File: src/rtl/mem_wb_stage_if.sv
// ----------------------------------------------------------------------------
// mem_wb_stage_if
//   Data-memory request/response port used by the memory/write-back stage.
//   One request is outstanding at a time; it completes in the cycle where
//   dmem_valid and dmem_ready are both high.
//
//   dmem_valid  master->slave  request valid
//   dmem_ready  slave->master  memory accepts/completes the request
//   dmem_addr   master->slave  word-aligned address
//   dmem_wstrb  master->slave  byte strobes, 4'b0000 means read
//   dmem_wdata  master->slave  store data, replicated across byte lanes
//   dmem_rdata  slave->master  read data, valid in the dmem_ready cycle
// ----------------------------------------------------------------------------
interface mem_wb_stage_if;
    logic        dmem_valid;
    logic        dmem_ready;
    logic [31:0] dmem_addr;
    logic [3:0]  dmem_wstrb;
    logic [31:0] dmem_wdata;
    logic [31:0] dmem_rdata;

    modport master (
        output dmem_valid,
        output dmem_addr,
        output dmem_wstrb,
        output dmem_wdata,
        input  dmem_ready,
        input  dmem_rdata
    );

    modport slave (
        input  dmem_valid,
        input  dmem_addr,
        input  dmem_wstrb,
        input  dmem_wdata,
        output dmem_ready,
        output dmem_rdata
    );
endinterface

File: src/rtl/mem_wb_stage.sv
// ----------------------------------------------------------------------------
// mem_wb_stage
//   Memory / write-back stage that sits directly after execute. Non-memory
//   instructions retire in one cycle. Loads and stores issue one request on
//   the dmem port and stall execute until the memory answers. Misaligned
//   accesses, illegal sizes and bus timeouts put the stage into a terminal
//   exception state that only reset leaves.
//
//   clk, resetb    clock (rising edge) and asynchronous active-low reset
//   ex_*           retiring instruction from execute; ex_stall holds execute
//   dmem           data-memory request port (master side)
//   wb_en/dst/data register-file write port, wb_en is a one-cycle pulse
//   wb_exception   sticky fault flag, wb_exc_addr the faulting address
// ----------------------------------------------------------------------------
module mem_wb_stage #(
    parameter int TIMEOUT = 256,
    parameter int CNT_W   = 9
) (
    input  logic              clk,
    input  logic              resetb,
    input  logic              ex_valid,
    output logic              ex_stall,
    input  logic [31:0]       ex_result,
    input  logic [31:0]       ex_store_data,
    input  logic              ex_memwr,
    input  logic              ex_mem2reg,
    input  logic [2:0]        ex_subtype,
    input  logic              ex_wben,
    input  logic [4:0]        ex_dst_sel,
    mem_wb_stage_if.master    dmem,
    output logic              wb_en,
    output logic [4:0]        wb_dst,
    output logic [31:0]       wb_data,
    output logic              wb_exception,
    output logic [31:0]       wb_exc_addr
);

    typedef enum logic [1:0] {
        ST_IDLE = 2'd0,
        ST_MEM  = 2'd1,
        ST_EXC  = 2'd2
    } state_t;

    // Last counter value that still waits; one more idle cycle is a bus error.
    localparam logic [CNT_W-1:0] TIMEOUT_CNT = CNT_W'(TIMEOUT - 1);

    // Misalignment or an encoding that has no legal access size.
    function automatic logic access_fault(input logic [1:0] a, input logic wr,
                                          input logic rd, input logic [2:0] sub);
        logic f;
        f = 1'b0;
        case (sub)
            3'b000:  f = 1'b0;
            3'b001:  f = a[0];
            3'b010:  f = (a != 2'b00);
            3'b100:  f = wr;
            3'b101:  f = wr | a[0];
            default: f = 1'b1;
        endcase
        return f | (wr & rd);
    endfunction

    function automatic logic [3:0] store_strobe(input logic [1:0] a, input logic [1:0] size);
        logic [3:0] s;
        case (size)
            2'b00:   s = 4'b0001 << a;
            2'b01:   s = 4'b0011 << a;
            default: s = 4'b1111;
        endcase
        return s;
    endfunction

    // Store data is replicated so the memory can pick any lane by strobe.
    function automatic logic [31:0] store_data(input logic [31:0] d, input logic [1:0] size);
        logic [31:0] w;
        case (size)
            2'b00:   w = {4{d[7:0]}};
            2'b01:   w = {2{d[15:0]}};
            default: w = d;
        endcase
        return w;
    endfunction

    function automatic logic [31:0] load_align(input logic [31:0] rdata, input logic [1:0] a,
                                               input logic [2:0] sub);
        logic [31:0] s;
        logic [31:0] r;
        s = rdata >> {a, 3'b000};
        case (sub)
            3'b000:  r = {{24{s[7]}}, s[7:0]};
            3'b001:  r = {{16{s[15]}}, s[15:0]};
            3'b100:  r = {24'h000000, s[7:0]};
            3'b101:  r = {16'h0000, s[15:0]};
            default: r = s;
        endcase
        return r;
    endfunction

    state_t            state_r,    state_nx_s;
    logic              valid_r,    valid_nx_s;
    logic [29:0]       addr_r,     addr_nx_s;
    logic [3:0]        wstrb_r,    wstrb_nx_s;
    logic [31:0]       wdata_r,    wdata_nx_s;
    logic [CNT_W-1:0]  cnt_r,      cnt_nx_s;
    logic [4:0]        rd_r,       rd_nx_s;
    logic [2:0]        sub_r,      sub_nx_s;
    logic              load_r,     load_nx_s;
    logic [31:0]       eff_r,      eff_nx_s;
    logic              wb_en_r,    wb_en_nx_s;
    logic [4:0]        wb_dst_r,   wb_dst_nx_s;
    logic [31:0]       wb_data_r,  wb_data_nx_s;
    logic              exc_r,      exc_nx_s;
    logic [31:0]       exc_addr_r, exc_addr_nx_s;

    logic is_mem_s;
    logic fault_s;

    assign is_mem_s = ex_memwr | ex_mem2reg;
    assign fault_s  = access_fault(ex_result[1:0], ex_memwr, ex_mem2reg, ex_subtype);

    assign ex_stall        = (state_r != ST_IDLE);
    assign dmem.dmem_valid = valid_r;
    assign dmem.dmem_addr  = {addr_r, 2'b00};
    assign dmem.dmem_wstrb = wstrb_r;
    assign dmem.dmem_wdata = wdata_r;
    assign wb_en           = wb_en_r;
    assign wb_dst          = wb_dst_r;
    assign wb_data         = wb_data_r;
    assign wb_exception    = exc_r;
    assign wb_exc_addr     = exc_addr_r;

    // Next-state and next-output logic for the IDLE/MEM/EXC controller.
    always_comb begin
        state_nx_s    = state_r;
        valid_nx_s    = valid_r;
        addr_nx_s     = addr_r;
        wstrb_nx_s    = wstrb_r;
        wdata_nx_s    = wdata_r;
        cnt_nx_s      = cnt_r;
        rd_nx_s       = rd_r;
        sub_nx_s      = sub_r;
        load_nx_s     = load_r;
        eff_nx_s      = eff_r;
        wb_en_nx_s    = 1'b0;
        wb_dst_nx_s   = wb_dst_r;
        wb_data_nx_s  = wb_data_r;
        exc_nx_s      = exc_r;
        exc_addr_nx_s = exc_addr_r;
        case (state_r)
            ST_IDLE: begin
                if (ex_valid) begin
                    if (is_mem_s) begin
                        if (fault_s) begin
                            state_nx_s    = ST_EXC;
                            exc_nx_s      = 1'b1;
                            exc_addr_nx_s = ex_result;
                        end else begin
                            state_nx_s = ST_MEM;
                            valid_nx_s = 1'b1;
                            addr_nx_s  = ex_result[31:2];
                            wstrb_nx_s = ex_memwr ? store_strobe(ex_result[1:0], ex_subtype[1:0])
                                                  : 4'b0000;
                            wdata_nx_s = store_data(ex_store_data, ex_subtype[1:0]);
                            cnt_nx_s   = {CNT_W{1'b0}};
                            rd_nx_s    = ex_dst_sel;
                            sub_nx_s   = ex_subtype;
                            load_nx_s  = ex_mem2reg;
                            eff_nx_s   = ex_result;
                        end
                    end else begin
                        wb_en_nx_s   = ex_wben & (ex_dst_sel != 5'd0);
                        wb_dst_nx_s  = ex_dst_sel;
                        wb_data_nx_s = ex_result;
                    end
                end else begin
                    state_nx_s = ST_IDLE;
                end
            end
            ST_MEM: begin
                if (dmem.dmem_ready) begin
                    state_nx_s = ST_IDLE;
                    valid_nx_s = 1'b0;
                    cnt_nx_s   = {CNT_W{1'b0}};
                    if (load_r) begin
                        wb_en_nx_s   = (rd_r != 5'd0);
                        wb_dst_nx_s  = rd_r;
                        wb_data_nx_s = load_align(dmem.dmem_rdata, eff_r[1:0], sub_r);
                    end else begin
                        wb_en_nx_s = 1'b0;
                    end
                end else if (cnt_r == TIMEOUT_CNT) begin
                    // Bus error: the request has waited TIMEOUT cycles.
                    state_nx_s    = ST_EXC;
                    valid_nx_s    = 1'b0;
                    cnt_nx_s      = {CNT_W{1'b0}};
                    exc_nx_s      = 1'b1;
                    exc_addr_nx_s = eff_r;
                end else begin
                    cnt_nx_s = cnt_r + CNT_W'(1);
                end
            end
            ST_EXC: begin
                valid_nx_s = 1'b0;
                exc_nx_s   = 1'b1;
            end
            default: begin
                // Unreachable encoding: fail safe into the fault state.
                state_nx_s = ST_EXC;
                valid_nx_s = 1'b0;
                exc_nx_s   = 1'b1;
            end
        endcase
    end

    // State and output registers; reset clears everything, aborting any access.
    always_ff @(posedge clk or negedge resetb) begin
        if (!resetb) begin
            state_r    <= ST_IDLE;
            valid_r    <= 1'b0;
            addr_r     <= 30'd0;
            wstrb_r    <= 4'b0000;
            wdata_r    <= 32'h0000_0000;
            cnt_r      <= {CNT_W{1'b0}};
            rd_r       <= 5'd0;
            sub_r      <= 3'b000;
            load_r     <= 1'b0;
            eff_r      <= 32'h0000_0000;
            wb_en_r    <= 1'b0;
            wb_dst_r   <= 5'd0;
            wb_data_r  <= 32'h0000_0000;
            exc_r      <= 1'b0;
            exc_addr_r <= 32'h0000_0000;
        end else begin
            state_r    <= state_nx_s;
            valid_r    <= valid_nx_s;
            addr_r     <= addr_nx_s;
            wstrb_r    <= wstrb_nx_s;
            wdata_r    <= wdata_nx_s;
            cnt_r      <= cnt_nx_s;
            rd_r       <= rd_nx_s;
            sub_r      <= sub_nx_s;
            load_r     <= load_nx_s;
            eff_r      <= eff_nx_s;
            wb_en_r    <= wb_en_nx_s;
            wb_dst_r   <= wb_dst_nx_s;
            wb_data_r  <= wb_data_nx_s;
            exc_r      <= exc_nx_s;
            exc_addr_r <= exc_addr_nx_s;
        end
    end

endmodule
File: src/flat_wrapper.sv
// flat-port wrapper written by rule: the top's interface ports become plain ports
module mem_wb_stage_flat 
#(
    parameter int TIMEOUT = 256,
    parameter int CNT_W   = 9
)
  (clk, resetb, ex_valid, ex_stall, ex_result, ex_store_data, ex_memwr, ex_mem2reg, ex_subtype, ex_wben, ex_dst_sel, wb_en, wb_dst, wb_data, wb_exception, wb_exc_addr, dmem_dmem_valid, dmem_dmem_addr, dmem_dmem_wstrb, dmem_dmem_wdata, dmem_dmem_ready, dmem_dmem_rdata);
  mem_wb_stage_if dmem_i ();
  input  logic clk;
  input  logic resetb;
  input  logic ex_valid;
  output logic ex_stall;
  input  logic [31:0] ex_result;
  input  logic [31:0] ex_store_data;
  input  logic ex_memwr;
  input  logic ex_mem2reg;
  input  logic [2:0] ex_subtype;
  input  logic ex_wben;
  input  logic [4:0] ex_dst_sel;
  output logic wb_en;
  output logic [4:0] wb_dst;
  output logic [31:0] wb_data;
  output logic wb_exception;
  output logic [31:0] wb_exc_addr;
  output wire logic [$bits(dmem_i.dmem_valid)-1:0] dmem_dmem_valid;
  output wire logic [$bits(dmem_i.dmem_addr)-1:0] dmem_dmem_addr;
  output wire logic [$bits(dmem_i.dmem_wstrb)-1:0] dmem_dmem_wstrb;
  output wire logic [$bits(dmem_i.dmem_wdata)-1:0] dmem_dmem_wdata;
  input wire logic [$bits(dmem_i.dmem_ready)-1:0] dmem_dmem_ready;
  input wire logic [$bits(dmem_i.dmem_rdata)-1:0] dmem_dmem_rdata;
  assign dmem_dmem_valid = dmem_i.dmem_valid;
  assign dmem_dmem_addr = dmem_i.dmem_addr;
  assign dmem_dmem_wstrb = dmem_i.dmem_wstrb;
  assign dmem_dmem_wdata = dmem_i.dmem_wdata;
  assign dmem_i.dmem_ready = dmem_dmem_ready;
  assign dmem_i.dmem_rdata = dmem_dmem_rdata;
  mem_wb_stage #(.TIMEOUT(TIMEOUT), .CNT_W(CNT_W)) u_core (.clk(clk), .resetb(resetb), .ex_valid(ex_valid), .ex_stall(ex_stall), .ex_result(ex_result), .ex_store_data(ex_store_data), .ex_memwr(ex_memwr), .ex_mem2reg(ex_mem2reg), .ex_subtype(ex_subtype), .ex_wben(ex_wben), .ex_dst_sel(ex_dst_sel), .dmem(dmem_i), .wb_en(wb_en), .wb_dst(wb_dst), .wb_data(wb_data), .wb_exception(wb_exception), .wb_exc_addr(wb_exc_addr));
endmodule
File: config.mk
export PLATFORM = sky130hd
export DESIGN_NAME = mem_wb_stage_flat
export DESIGN_NICKNAME = d
export VERILOG_FILES = /design/src/rtl/mem_wb_stage_if.sv /design/src/rtl/mem_wb_stage.sv /design/src/flat_wrapper.sv
export SDC_FILE = /design/constraint.sdc
export NUM_CORES = 1
export LEC_CHECK = 0
export ABC_AREA = 0
export BUFFER_PORTS_ARGS = -buffer_cell sky130_fd_sc_hd__buf_2
export CAP_MARGIN = 20
export CELL_PAD_IN_SITES_DETAIL_PLACEMENT = 1
export CELL_PAD_IN_SITES_GLOBAL_PLACEMENT = 2
export CORE_MARGIN = 3
export CORE_UTILIZATION = 33
export CTS_BUF_LIST = sky130_fd_sc_hd__clkbuf_4
export CTS_CLUSTER_DIAMETER = 40
export DETAILED_ROUTE_END_ITERATION = 8
export GPL_TIMING_DRIVEN = 0
export PLACE_DENSITY_LB_ADDON = 0.05
export SLEW_MARGIN = 20
export SYNTH_ARGS = -nofsm -noshare
export SYNTH_HDL_FRONTEND = slang
export SYNTH_SLANG_ARGS = --single-unit
export TNS_END_PERCENT = 30
File: constraint.sdc
create_clock -name clk -period 2.3 [get_ports clk]
set_clock_uncertainty 0.1 [all_clocks]
set_input_delay 0.345 -clock clk [delete_from_list [all_inputs] [get_ports clk]]
set_output_delay 0.345 -clock clk [all_outputs]
set_load 0.05 [all_outputs]
==> results.toml <==
[yosys]
synthArstFlopShare_pct = 100.0
synthCells = 776
synth-edff-count = 0
yosysUniqueCellTypes = 62
seq_area_frac_synth_pct = 47.23
ys_dominant_reg_cell = "sky130_fd_sc_hd__dfrtp_1"
synth-warning-count = 0
postSynthRegisterBits = 160
syn_area_per_cell_um2 = 10.92
post_synth_instance_area_um2 = 8477

[layout]
final_area_um2 = 11300
regArea_um2 = 4004
fillerInstances = 2936
multiInputGateArea_um2 = 3943
synthToLayoutAreaGrowth_pct = 33.28
nNetsFinal = 1235
stdcell_count = 1468
share_of_cells_above_drive_strength_1_pct = 39.44

[die]
design.portCount = 252
core-area_um2 = 25180
die_width_um = 166.3
die_h_um = 166.3
floorplan.initialDensity_pct = 33.66
total_die_area_um2 = 27650
rows = 58

[placed_design]
gp_congestion = 0.7821
placed_cells = 1355
count_of_input_and_output_buffers = 247
dp_hpwl_um = 22170
placement.cell_area_um2 = 10170
dp_worst_setup_slack_ps = -179.0

[detailed_routing]
route.vias.total = 7316
first_iter_violations = 275
drt_wl_total_um = 30220
drc = 0
routed_wire_length_per_instance_um = 20.58
postRouteAntennaNets = 0
drt_pre_antenna_iters = 4
vias_per_cell = 4.984

[sta]
finalSetupTns_ps = 0
report.final.hold_viol_count = 0
worst_slew_pin_slew_ps = 966.4
setup_ws_ps = 74.77
final_period_minus_worst_setup_slack_ps = 2225
finalSetupViolations = 0
max_slew_margin_pct = 35.34
max_freq_mhz = 449.4
slew_viol_final = 0
min_period_over_period_pct = 96.75

[pwr]
leakage_nw = 5.844
irDropWorstVdd_v = 0.0003459
power.density_nw_per_um2 = 716.6

[status]
run_status = "complete, no violations"

[grt]
grt_max_degree = 90
leftover_overflow_at_the_end_of_global_routing = 0
antenna_found_initial = 2
grt_first_pass_wirelength_um = 47020
first_global_vias = 7765
grt.total_usage_pct = 21.77

[clock_network]
cts.path.max_buffers = 2
clkLatencyLatePin_ps = 580
clk_pin_slew_ps = 150
numClockSinks = 160
cts_inserted_buffers = 17
cts_max_level = 4
clk_root_buffer_cell = "sky130_fd_sc_hd__clkbuf_4"
cts_tree = "done"

[critical_path]
worst_path_largest_cell_delay_ps = 440
criticalPathCategory = "flop to flop"
crit_fanout = 10
critical_path.endpoint_type = "flop"
worst_setup_path_start_kind = "flop"
cp.required_ps = 2630
critPathSlowestCell = "sky130_fd_sc_hd__dfrtp_1"
critical-path-top-cell-by-count = "sky130_fd_sc_hd__buf_2"
critical_path_arrival_ps = 2560
crit_path_cell_trace = "buf_2 -> buf_2 -> mux2_2 -> a221oi_1 -> o221ai_1"

[worst_hold_path]
hold_path_class = "primary input to flop"

[job]
cap_violations = 0
==> cells by family after synthesis <==
family | Yosys count | synth area share [%]
adders and majority gates | 1 | 0.1476
and+or+nand+nor | 218 | 11.72
AOI/OAI and AO/OA | 145 | 11.75
other | 1 | 0.04424
buffers and inverters | 91 | 6.701
xor gates and xnor gates | 1 | 0.1033
muxes | 159 | 22.30
DFF | 160 | 47.23
==> area by class of cell <==
type / instances / area share [%]
diodes: 2 / 0.04430
well taps: 330 / 3.654
multi-input cells: 526 / 34.89
repair buffers: 328 / 18.23
clock inverters: 13 / 1.340
inverters: 6 / 0.1993
plain buffers: 84 / 4.939
clock buffers: 19 / 1.262
flip-flops and latches: 160 / 35.44
==> registers in the layout, indices dropped and copies added, names as in the netlist <==
name,cells
u_core.wb_exception,1
u_core.eff_r,32
u_core.wb_exc_addr,32
u_core.cnt_r,9
u_core.rd_r,5
u_core.load_r,1
u_core.dmem.dmem_wdata,32
u_core.wb_dst,5
u_core.dmem.dmem_valid,1
u_core.dmem.dmem_wstrb,4
u_core.wb_data,32
u_core.sub_r,3
u_core.state_r,2
u_core.wb_en,1
==> placed cells by master (no fill, tap or decap), types with 21 or more instances in the layout <==
master	count
sky130_fd_sc_hd__o21ai_0	48
sky130_fd_sc_hd__nand2b_1	21
sky130_fd_sc_hd__nand2_1	132
sky130_fd_sc_hd__dlygate4sd3_1	74
sky130_fd_sc_hd__mux2_4	41
sky130_fd_sc_hd__nor2_1	24
sky130_fd_sc_hd__mux2_2	36
sky130_fd_sc_hd__buf_4	42
sky130_fd_sc_hd__dfrtp_1	160
sky130_fd_sc_hd__buf_2	260
sky130_fd_sc_hd__mux2_1	29
sky130_fd_sc_hd__mux2i_1	51
==> worst paths after layout <==
kind | slack, ps | end | start | depth (start not counted)
min | 50 | u_core.wb_data[26]$_DFFE_PN0P_ | dmem_dmem_rdata[26] | 3
max | 70 | u_core.wb_data[14]$_DFFE_PN0P_ | u_core.eff_r[0]$_DFFE_PN0P_ | 5
min reg2reg | 400 | u_core.wb_data[1]$_DFFE_PN0P_ | u_core.wb_data[1]$_DFFE_PN0P_ | 2
max reg2reg | 70 | u_core.wb_data[14]$_DFFE_PN0P_ | u_core.eff_r[0]$_DFFE_PN0P_ | 5
max in group asynchronous | 970 | u_core.dmem.dmem_wdata[19]$_DFFE_PN0P_ | resetb | 3
min in group asynchronous | 190 | u_core.wb_exc_addr[30]$_DFFE_PN0P_ | resetb | 2
==> cell usage after synthesis, types with 11 or more instances <==
| library cell | number | area share [%] |
|---|---|---|
| sky130_fd_sc_hd__mux2_4 | 41 | 7.3 |
| sky130_fd_sc_hd__clkbuf_1 | 23 | 1.0 |
| sky130_fd_sc_hd__mux2i_1 | 52 | 6.1 |
| sky130_fd_sc_hd__buf_2 | 16 | 0.94 |
| sky130_fd_sc_hd__nand2b_1 | 21 | 1.5 |
| sky130_fd_sc_hd__nor2_1 | 25 | 1.1 |
| sky130_fd_sc_hd__a31oi_1 | 16 | 1.2 |
| sky130_fd_sc_hd__a221oi_1 | 16 | 1.7 |
| sky130_fd_sc_hd__buf_4 | 35 | 3.1 |
| sky130_fd_sc_hd__mux2_1 | 29 | 3.9 |
| sky130_fd_sc_hd__nand2_1 | 132 | 5.8 |
| sky130_fd_sc_hd__o21ai_0 | 48 | 2.8 |
| sky130_fd_sc_hd__a21oi_1 | 11 | 0.65 |
| sky130_fd_sc_hd__dfrtp_1 | 160 | 47 |
| sky130_fd_sc_hd__mux2_2 | 36 | 4.8 |
==> power by group <==
part / switching, W / internal [W] / total, W
combinational: 0.00198 / 0.000889 / 0.00287
sequential: 0.000212 / 0.00317 / 0.00339
clock: 0.00115 / 0.000689 / 0.00184
total: 0.00334 / 0.00475 / 0.00810
==> through the flow <==
step	hold WS [ps]	total power, W	util, %
2_1_floorplan	-50.59	0.005362	-
3_3_place_gp	361.9	0.006170	40.23
3_5_place_dp	261.8	0.006205	40.38
4_1_cts	6.254	0.008163	44.49
5_1_grt	20.50	0.008511	44.87
6_report	52.70	0.008096	44.87
==> per-layer routing <==
metal	routed length, um	GRT usage [%]	up-vias	part of all wire (%)
met4	332	4.053	0	1.1
met5	0	0	-	0
li1	-	-	3428	-
met1	13710	28.93	3687	45
met2	14510	36.49	181	48
met3	1663	5.570	20	5.5
==> critical path: cells and delay by family, from the launching register on <==
| family | cells | cell delay, ps |
|---|---|---|
| mux | 1 | 370 |
| compound gates | 2 | 590 |
| buf+inv | 2 | 610 |
| flops | 1 | 440 |
==> timing repair <==
item                                   4_1_cts  5_1_grt
buffers inserted                             0        6
hold buffers                                73        1
resized for setup                            5       21
endpoints found under the hold margin      176        1
setup endpoints to repair                   41       95
cloned                                       0        0
pin swaps                                    0        2
No activity file was read; power rests on OpenSTA's default activity.
